$ cat src/rtl/sd_image_writer.sv
// Purpose : streams one 76800-pixel frame-buffer image to an initialised SDHC card as CMD24 single-block writes.
// Latency : roughly 530 byte exchanges per block (command, R1, token, 512 data bytes, CRC, response, busy).
// Backpress: one byte in flight on the SPI engine; each next byte waits for spi_done_i of the previous one.
//
// Ports:
//   clk_i, reset_i                  clock, synchronous active-high reset
//   start_i, image_index_i          start pulse and image slot (sampled on an accepted start)
//   busy_o, done_o, error_o         status; done/error hold until the next accepted start
//   err_code_o                      1 = R1 bad/timeout, 2 = data response rejected, 3 = busy timeout
//   fb_addr_o, fb_data_i            frame-buffer read port (data valid one cycle after the address)
//   spi_cs_n_o                      card chip select, active low
//   spi_start_o, spi_data_in_o      byte launch pulse and byte to transmit
//   spi_done_i, spi_data_out_i      byte complete pulse and received byte
module sd_image_writer #(
   parameter int BLOCKS_PER_IMAGE = 300,
   parameter int R1_TIMEOUT       = 8,
   parameter int BUSY_TIMEOUT     = 65535
) (
   input  logic        clk_i,
   input  logic        reset_i,
   input  logic        start_i,
   input  logic [1:0]  image_index_i,
   output logic        busy_o,
   output logic        done_o,
   output logic        error_o,
   output logic [1:0]  err_code_o,
   output logic [16:0] fb_addr_o,
   input  logic [15:0] fb_data_i,
   output logic        spi_cs_n_o,
   output logic        spi_start_o,
   output logic [7:0]  spi_data_in_o,
   input  logic        spi_done_i,
   input  logic [7:0]  spi_data_out_i
);

   typedef enum logic [3:0] {
      S_IDLE, S_CMD, S_R1, S_GAP, S_TOKEN, S_FETCH, S_DATA_HI, S_DATA_LO,
      S_CRC, S_DRESP, S_BUSY, S_NEXT, S_DONE, S_ERROR
   } state_t;

   localparam logic [16:0] R1_LAST   = 17'(R1_TIMEOUT - 1);
   localparam logic [16:0] BUSY_LAST = 17'(BUSY_TIMEOUT - 1);
   localparam logic [8:0]  BLK_LAST  = 9'(BLOCKS_PER_IMAGE - 1);

   state_t      state_q;
   logic        wait_q;        // a byte is outstanding on the SPI engine
   logic [1:0]  img_q;
   logic [8:0]  blk_q;
   logic [7:0]  pix_q;         // pixel_in_block
   logic [2:0]  cnt_q;         // byte index inside CMD / CRC
   logic [16:0] poll_q;        // R1 / busy poll counter
   logic [15:0] pix_dat_q;
   logic        busy_q;
   logic        done_q;
   logic        error_q;
   logic [1:0]  err_code_q;
   logic [16:0] fb_addr_q;
   logic        cs_n_q;
   logic        spi_start_q;
   logic [7:0]  spi_dat_q;

   logic [31:0] blk_addr_d;
   logic [7:0]  tx_byte_d;
   logic        byte_state_d;
   logic        rx_vld_d;

   assign blk_addr_d   = 32'(img_q) * 32'(BLOCKS_PER_IMAGE) + 32'(blk_q);
   assign byte_state_d = state_q inside {S_CMD, S_R1, S_GAP, S_TOKEN, S_DATA_HI,
                                         S_DATA_LO, S_CRC, S_DRESP, S_BUSY};
   // Only a spi_done that answers our own launch is acted upon.
   assign rx_vld_d     = wait_q && spi_done_i;

   always_comb begin
      tx_byte_d = 8'hFF;
      case (state_q)
         S_CMD: begin
            case (cnt_q)
               3'd0:    tx_byte_d = 8'h58;
               3'd1:    tx_byte_d = blk_addr_d[31:24];
               3'd2:    tx_byte_d = blk_addr_d[23:16];
               3'd3:    tx_byte_d = blk_addr_d[15:8];
               3'd4:    tx_byte_d = blk_addr_d[7:0];
               default: tx_byte_d = 8'hFF;
            endcase
         end
         S_TOKEN:   tx_byte_d = 8'hFE;
         S_DATA_HI: tx_byte_d = pix_dat_q[15:8];
         S_DATA_LO: tx_byte_d = pix_dat_q[7:0];
         default:   tx_byte_d = 8'hFF;
      endcase
   end

   always_ff @(posedge clk_i) begin
      if (reset_i) begin
         state_q     <= S_IDLE;
         wait_q      <= 1'b0;
         img_q       <= 2'd0;
         blk_q       <= 9'd0;
         pix_q       <= 8'd0;
         cnt_q       <= 3'd0;
         poll_q      <= 17'd0;
         pix_dat_q   <= 16'd0;
         busy_q      <= 1'b0;
         done_q      <= 1'b0;
         error_q     <= 1'b0;
         err_code_q  <= 2'd0;
         fb_addr_q   <= 17'd0;
         cs_n_q      <= 1'b1;
         spi_start_q <= 1'b0;
         spi_dat_q   <= 8'hFF;
      end else begin
         spi_start_q <= 1'b0;

         // Launch the current state's byte whenever nothing is in flight.
         if (byte_state_d && !wait_q) begin
            spi_start_q <= 1'b1;
            spi_dat_q   <= tx_byte_d;
            wait_q      <= 1'b1;
            if (state_q == S_TOKEN)
               fb_addr_q <= {blk_q, 8'h00};
            // Present the next pixel address while the low byte is still on the
            // wire, so the registered RAM output is settled by the FETCH cycle.
            if (state_q == S_DATA_LO && pix_q != 8'hFF)
               fb_addr_q <= {blk_q, pix_q + 8'd1};
         end

         if (rx_vld_d)
            wait_q <= 1'b0;

         case (state_q)
            S_IDLE, S_DONE, S_ERROR: begin
               if (start_i) begin
                  img_q      <= image_index_i;
                  blk_q      <= 9'd0;
                  done_q     <= 1'b0;
                  error_q    <= 1'b0;
                  err_code_q <= 2'd0;
                  busy_q     <= 1'b1;
                  cs_n_q     <= 1'b0;
                  cnt_q      <= 3'd0;
                  wait_q     <= 1'b0;
                  state_q    <= S_CMD;
               end
            end

            S_CMD: begin
               if (rx_vld_d) begin
                  if (cnt_q == 3'd5) begin
                     cnt_q   <= 3'd0;
                     poll_q  <= 17'd0;
                     state_q <= S_R1;
                  end else begin
                     cnt_q <= cnt_q + 3'd1;
                  end
               end
            end

            S_R1: begin
               if (rx_vld_d) begin
                  if (spi_data_out_i == 8'h00) begin
                     state_q <= S_GAP;
                  end else if (spi_data_out_i != 8'hFF || poll_q == R1_LAST) begin
                     state_q    <= S_ERROR;
                     busy_q     <= 1'b0;
                     error_q    <= 1'b1;
                     cs_n_q     <= 1'b1;
                     err_code_q <= 2'd1;
                  end else begin
                     poll_q <= poll_q + 17'd1;
                  end
               end
            end

            S_GAP: begin
               if (rx_vld_d)
                  state_q <= S_TOKEN;
            end

            S_TOKEN: begin
               if (rx_vld_d) begin
                  pix_q   <= 8'd0;
                  state_q <= S_FETCH;
               end
            end

            S_FETCH: begin
               pix_dat_q <= fb_data_i;
               state_q   <= S_DATA_HI;
            end

            S_DATA_HI: begin
               if (rx_vld_d)
                  state_q <= S_DATA_LO;
            end

            S_DATA_LO: begin
               if (rx_vld_d) begin
                  if (pix_q != 8'hFF) begin
                     pix_q   <= pix_q + 8'd1;
                     state_q <= S_FETCH;
                  end else begin
                     cnt_q   <= 3'd0;
                     state_q <= S_CRC;
                  end
               end
            end

            S_CRC: begin
               if (rx_vld_d) begin
                  if (cnt_q == 3'd1)
                     state_q <= S_DRESP;
                  else
                     cnt_q <= cnt_q + 3'd1;
               end
            end

            S_DRESP: begin
               if (rx_vld_d) begin
                  if (spi_data_out_i[4:0] == 5'b00101) begin
                     poll_q  <= 17'd0;
                     state_q <= S_BUSY;
                  end else begin
                     state_q    <= S_ERROR;
                     busy_q     <= 1'b0;
                     error_q    <= 1'b1;
                     cs_n_q     <= 1'b1;
                     err_code_q <= 2'd2;
                  end
               end
            end

            S_BUSY: begin
               if (rx_vld_d) begin
                  if (spi_data_out_i != 8'h00) begin
                     state_q <= S_NEXT;
                  end else if (poll_q == BUSY_LAST) begin
                     state_q    <= S_ERROR;
                     busy_q     <= 1'b0;
                     error_q    <= 1'b1;
                     cs_n_q     <= 1'b1;
                     err_code_q <= 2'd3;
                  end else begin
                     poll_q <= poll_q + 17'd1;
                  end
               end
            end

            S_NEXT: begin
               if (blk_q == BLK_LAST) begin
                  state_q <= S_DONE;
                  busy_q  <= 1'b0;
                  done_q  <= 1'b1;
                  cs_n_q  <= 1'b1;
               end else begin
                  blk_q   <= blk_q + 9'd1;
                  cnt_q   <= 3'd0;
                  state_q <= S_CMD;
               end
            end

            default: state_q <= S_IDLE;
         endcase
      end
   end

   assign busy_o        = busy_q;
   assign done_o        = done_q;
   assign error_o       = error_q;
   assign err_code_o    = err_code_q;
   assign fb_addr_o     = fb_addr_q;
   assign spi_cs_n_o    = cs_n_q;
   assign spi_start_o   = spi_start_q;
   assign spi_data_in_o = spi_dat_q;

endmodule

$ cat config.mk
export PLATFORM = sky130hd
export DESIGN_NAME = sd_image_writer
export DESIGN_NICKNAME = d
export VERILOG_FILES = /design/src/rtl/sd_image_writer.sv
export SDC_FILE = /design/constraint.sdc
export NUM_CORES = 1
export LEC_CHECK = 0
export CAP_MARGIN = 30
export CORE_ASPECT_RATIO = 0.9
export CORE_MARGIN = 5
export CORE_UTILIZATION = 61
export DETAILED_ROUTE_END_ITERATION = 7
export PLACE_DENSITY = 0.84
export SLEW_MARGIN = 10
export SYNTH_ARGS = -nofsm -noshare
export SYNTH_HDL_FRONTEND = slang
export SYNTH_SLANG_ARGS = --single-unit
export TNS_END_PERCENT = 10
$ cat constraint.sdc
create_clock -name clk_i -period 6.85 [get_ports clk_i]
set_clock_uncertainty 0.15 [all_clocks]
set_input_delay 2.055 -clock clk_i [delete_from_list [all_inputs] [get_ports clk_i]]
set_output_delay 2.055 -clock clk_i [all_outputs]
set_load 0.02 [all_outputs]
==> results.yml, run 1 <==
clock_tree:
  postCtsHoldBufs: 0
  cts-htree-levels: 3
  tritoncts: "yes"
  cts_buffers: 9
  clkLatencyLatePin_ns: 0.38
  cts-root-buf: "clkbuf_8"
  cts_setup_buffers: 0
  clk_pin_slew_ns: 0.10
  cts_max_path_buffers: 2
  cts_resized: 0
  cts_num_sinks: 92
grt:
  grt_max_degree: 72
  grt_pass1_wl_um: 24700
  grt_overflow: 0
  grtUsageTotal_pct: 28.2
  grt_pass1_vias: 5059
  grt_antenna_before_repair: 0
synth:
  synth-edff-count: 0
  yosys_most_used_dff: "dfxtp_1"
  synthMostInstantiatedCell: "nand2_1"
  synth_seq_area_share_pct: 34.2
  synth_top_cell_by_area: "dfxtp_1"
  syn-cell-area_sq_um: 5380
  ys_types: 74
  synth.avg_cell_area_sq_um: 7.81
  synth_nets: 743
  yosysTopAreaCellShare_pct: 34.2
  synth_area_leaders: "dfxtp_1, a21oi_1, nand2_1"
  ys_top_cells_by_count: "nand2_1, dfxtp_1, a21oi_1, nor2_1, o21ai_0"
  ys_warn_count: 0
  synthCells: 689
  async_flop_share_pct: 0
  ys_seq_elements: 92
power:
  power_density_nw_per_um2: 307
  p_total_w: 0.00191
  power.leakage_nw: 2.20
  max-vdd-ir-drop_mv: 0.161
layout:
  nets: 785
  syn2layout_area_growth_pct: 15.3
  fillers: 699
  fin_area_sq_um: 6210
  diodes: 0
  drive_above_1_share_pct: 5.16
place:
  hpwlAfterDp_um: 10800
  port_buffers: 61
  post_dp_cell_area_sq_um: 5990
  place_congestion: 0.986
  preCtsSetupSlack_ns: 2.22
sta:
  min_period_ns: 4.28
  slew_violations: 0
  rsz0062_at_grt: "false"
  finalCritPeriodShare_pct: 62.4
  hold_violations: 0
  tightest_slew_ns: 0.962
  setup_violations: 0
  fin_setup_tns_ns: 0
  hold_ws_ns: 0.310
  max_freq_ghz: 0.234
  slew_headroom_pct: 35.8
  post-route-worst-setup-slack_ns: 2.57
floorplan:
  ios: 62
  rows: 32
  die_area_sq_um: 10800
  die_width_um: 109
  coreArea_sq_um: 8610
  fp.dieH_um: 99.1
  initial_core_util_pct: 62.5
worst_setup_path:
  required_ns: 6.94
  critPathBufInv: 1
  crit_fanout: 25
  path_cells: "clkdlybuf4s50_1, a21boi_1, o21ai_0, o21ai_1, nand3b_4, o31ai_2, a21oi_1"
  arrival_ns: 4.36
  critPathLaunchType: "primary input"
  crit_family: "compound AO/OA/AOI/OAI gates"
  cp_slowest_cell: "o31ai_2"
  cp-end-kind: "flop"
  slowest_delay_ns: 0.65
  path_class: "in -> reg"
min_path:
  hold_path.class: "reg -> reg"
status:
  status: "completed"
drt:
  routed_wl_um: 15100
  drt-wirelength-per-cell_um: 17.7
  vias: 5468
  dr.first_iter.drc_count: 583
  ant_nets: 0
  drc: 0
  routed_via_density: 6.40
  firstDrtPassIters: 6
flow_run:
  max_cap_viol_count: 0
## metal layers
metal	global-route usage [%]	routed length [um]	part of all wire (%)	vias up
met5	0	0	0	-
met4	8.25	303	2.0	0
met3	8.57	1440	9.5	36
met2	44.2	6920	46	271
met1	37.4	6450	43	2553
li1	-	-	-	2608
## cell families after synthesis
logic type	share of synthesized area, %
flip-flops	34.2
multiplexers	2.19
AO/OA/AOI/OAI	24.4
AND/OR/NAND/NOR	26.8
buffers and inverters	4.44
XOR/XNOR	2.28
adder cells (fa/ha/maj)	5.72
## through the flow
step / util (%) / std cells
2_1_floorplan: - / 689
3_3_place_gp: 69.6 / 838
3_5_place_dp: 69.6 / 838
4_1_cts: 72.0 / 854
5_1_grt: 72.1 / 855
6_report: 72.1 / 855
## worst register-to-register path, delay by kind of cell (launching register included)
family	cells	cell delay, ns
DFF	1	0.36
and+or+nand+nor	2	0.72
AOI/OAI and AO/OA	3	1.11
buffers and inverters	1	0.10
muxes	1	0.32
adders and majority gates	1	0.56
## final timing paths
kind | startpoint | endpoint | slack (ns) | cells past startpoint
setup / recovery | spi_done_i | poll_q[11] | 2.57 | 7
hold / removal | pix_dat_q[1] | pix_dat_q[1] | 0.31 | 2
setup reg to reg | state_q[3] | fb_addr_o[1] | 3.38 | 8
hold reg to reg | pix_dat_q[1] | pix_dat_q[1] | 0.31 | 2
## cell type report
type                            count  area [sq um]  share of cell area, %
Multi-Input combinational cell    543          3300                   53.2
Clock inverter                      6          65.1                   1.05
Clock buffer                       10           138                   2.22
Timing Repair Buffer               64           632                   10.2
Sequential cell                    92          1840                   29.7
Inverter                           21          81.3                   1.31
Tap cell                          119           149                   2.40
## layout by cell type (no fill, tap or decap), drive strengths merged, types with 4 or more instances in the layout
master / n
nand3: 21
clkdlybuf4s50: 60
and3: 12
a211oi: 7
nor2b: 8
o22ai: 6
nor4: 10
dfxtp: 92
nor2: 59
o21ai: 27
inv: 25
a21oi: 91
clkbuf: 10
or4: 9
nand2b: 6
or3: 9
mux2: 6
ha: 23
a32o: 4
and2: 8
mux2i: 5
a21o: 5
xnor2: 5
o31ai: 18
nand2: 106
a311oi: 5
nand4: 10
xor2: 9
o211ai: 4
buf: 4
nor3: 12
a31oi: 9
## flip-flops by register name (all words and copies together) (netlist names), 3 cells and up
| name | cells |
|---|---|
| fb_addr_o | 17 |
| spi_data_in_o | 8 |
| blk_q | 9 |
| pix_dat_q | 16 |
| cnt_q | 3 |
| state_q | 4 |
| poll_q | 17 |
| pix_q | 8 |
## power by group
part           total (W)  internal, W  switching (W)  leakage, nW
Combinational   0.000884     0.000322       0.000562         1.35
Clock           0.000379     0.000154       0.000226        0.104
Sequential      0.000644     0.000585      0.0000585        0.744
Total            0.00191      0.00106       0.000847         2.20
(Power assumes the default switching activity.)
==> run 2: changes to the inputs <==
--- a/config.mk
+++ b/config.mk
@@ -8,9 +8,9 @@
 export CAP_MARGIN = 30
 export CORE_ASPECT_RATIO = 0.9
 export CORE_MARGIN = 5
-export CORE_UTILIZATION = 61
+export CORE_UTILIZATION = 57
 export DETAILED_ROUTE_END_ITERATION = 7
-export PLACE_DENSITY = 0.84
+export PLACE_DENSITY = 0.79
 export SLEW_MARGIN = 10
 export SYNTH_ARGS = -nofsm -noshare
 export SYNTH_HDL_FRONTEND = slang
==> constraint.sdc (replaced) <==
create_clock -name clk_i -period 4.12 [get_ports clk_i]
set_clock_uncertainty 0.15 [all_clocks]
set_input_delay 1.236 -clock clk_i [delete_from_list [all_inputs] [get_ports clk_i]]
set_output_delay 1.236 -clock clk_i [all_outputs]
set_load 0.02 [all_outputs]
==> run 2 against run 1 <==
Net effect: core utilization down 4.4 points; critical path depth stayed put; first-iteration DRC count down 34%; count of clock-buffer cells in the layout fell by 1; final cell count increased by 0.58%; critical endpoint is now poll_q[2]; largest cell class unchanged; highest routed layer unchanged.
==> results.yml, run 2 (synthesis results as in run 1) <==
status:
  status: "completed"
layout:
  final_common_cell: "nand2_1"
  nets: 787
  fillers: 839
  syn2layout_area_growth_pct: 15.3
  fin_area_sq_um: 6210
  finalNonFillerCells: 860
  diodes: 0
  mostFrequentLayoutCells: "nand2_1, dfxtp_1, a21oi_1"
  drive_above_1_share_pct: 5.42
sta:
  tightest_slew_ns: 0.953
  fin_setup_tns_ns: 0
  min_period_ns: 3.43
  post-route-worst-setup-slack_ns: 0.693
  max_freq_ghz: 0.292
  finalCritPeriodShare_pct: 83.2
  setup_violations: 0
  slew_violations: 0
  slew_headroom_pct: 36.4
  hold_violations: 0
  rsz0062_at_grt: "false"
worst_setup_path:
  slowest_delay_ns: 0.56
  cp_slowest_cell: "or4_1"
  path_cells: "clkdlybuf4s50_1, nor4_1, nand2_1, a21oi_2, nor2_2, or4_1, a21oi_1"
  path_class: "in -> reg"
  critPathBufInv: 1
  critPathLaunchType: "primary input"
  required_ns: 4.26
  crit_family: "simple AND/OR/NAND/NOR gates"
  arrival_ns: 3.57
  crit_fanout: 26
  reg2reg_setup_slack_ns: 0.96
  cp-end-kind: "flop"
place:
  post_dp_cell_area_sq_um: 6020
  preCtsSetupSlack_ns: 0.353
  port_buffers: 61
  dp.cells: 844
  place_congestion: 0.962
  hpwlAfterDp_um: 11200
drt:
  drc: 0
  ant_nets: 0
  wl_met2_um: 6950
  dr.first_iter.drc_count: 385
  vias: 5416
  drt-wirelength-per-cell_um: 17.5
  wl_met3_um: 1240
  top_layer: "met4"
  firstDrtPassIters: 6
  routed_wl_um: 15000
  wl_met1_um: 6470
  routed_via_density: 6.30
clock_tree:
  tritoncts: "yes"
  cts_setup_buffers: 0
  cts_num_sinks: 92
  clk_pin_slew_ns: 0.11
  postCtsHoldBufs: 0
  clkLatencyLatePin_ns: 0.37
  cts-htree-levels: 3
  cts-root-buf: "clkbuf_8"
  cts_max_path_buffers: 2
  cts_resized: 0
  cts_buffers: 9
grt:
  grt_antenna_before_repair: 0
  grt_pass1_vias: 5076
  grt_overflow: 0
  grt_pass1_wl_um: 24800
  grt_max_degree: 38
  grtUsageTotal_pct: 26.3
power:
  combinationalPowerShare_pct: 46.1
  switching_share_pct: 44.1
  p_clk_share_pct: 19.0
  power_density_nw_per_um2: 503
  pwr-share-seq_pct: 34.9
  intPower_w: 0.00175
  power.leakage_nw: 2.20
  switchingPower_w: 0.00138
  max-vdd-ir-drop_mv: 0.271
floorplan:
  initial_core_util_pct: 58.7
  die_width_um: 112
  rows: 33
  coreArea_sq_um: 9170
  die_area_sq_um: 11500
  ios: 62
  fp.dieH_um: 102
flow_run:
  max_cap_viol_count: 0
min_path:
  hold_path.class: "reg -> reg"
==> run 2: changes by cell type in the layout (fill, tap and decap cells not counted) <==
cell and delta:
buf_6 -1, buf_4 +3, inv_6 +1, clkinv_8 -1, clkbuf_8 -1, clkinv_2 +1
==> run 2: layout make-up <==
type	count	area [sq um]	share of cell area, %
repair buffers	66	643	10.4
flip-flops and latches	92	1840	29.7
inverters	21	81.3	1.31
clock buffers	9	124	2.00
multi-input cells	543	3300	53.2
well taps	122	153	2.46
clock inverters	7	62.6	1.01
==> run 2: final timing paths <==
check                                       start      endpoint  cells past startpoint
worst max-delay path            spi_data_out_i[0]     poll_q[2]                      7
worst min-delay path                 fb_addr_o[5]  fb_addr_o[5]                      2
worst max register to register         state_q[3]  fb_addr_o[4]                      8
worst min register to register       fb_addr_o[5]  fb_addr_o[5]                      2
==> run 2: power groups by stage <==
stage	clock (W)	combinational [W]	sequential [W]
floorplan	0	0.00105	0.00109
global placement	0	0.00138	0.00110
detailed placement	0	0.00141	0.00111
CTS	0.000605	0.00142	0.00109
global route	0.000645	0.00157	0.00110
finish	0.000592	0.00144	0.00109
==> run 2: worst min-delay path, cell delays in order, from the launching register on <==
cell and delay, ns:
dfxtp_1 0.33, nand2_1 0.05, a21oi_1 0.05
==> run 2: layer usage <==
layer | track usage [%] | vias to the layer above
li1 | - | 2597
met1 | 34.0 | 2507
met2 | 45.0 | 268
met3 | 5.57 | 44
met4 | 7.49 | 0
met5 | 0 | -
==> run 2: stage by stage <==
stage / hold WS (ns) / total power (W) / util (%)
after floorplan: 0.282 / 0.00214 / -
after global placement: 0.291 / 0.00248 / 65.7
after detailed placement: 0.296 / 0.00252 / 65.7
after CTS: 0.312 / 0.00311 / 67.7
after global routing: 0.324 / 0.00332 / 67.7
final: 0.312 / 0.00312 / 67.7
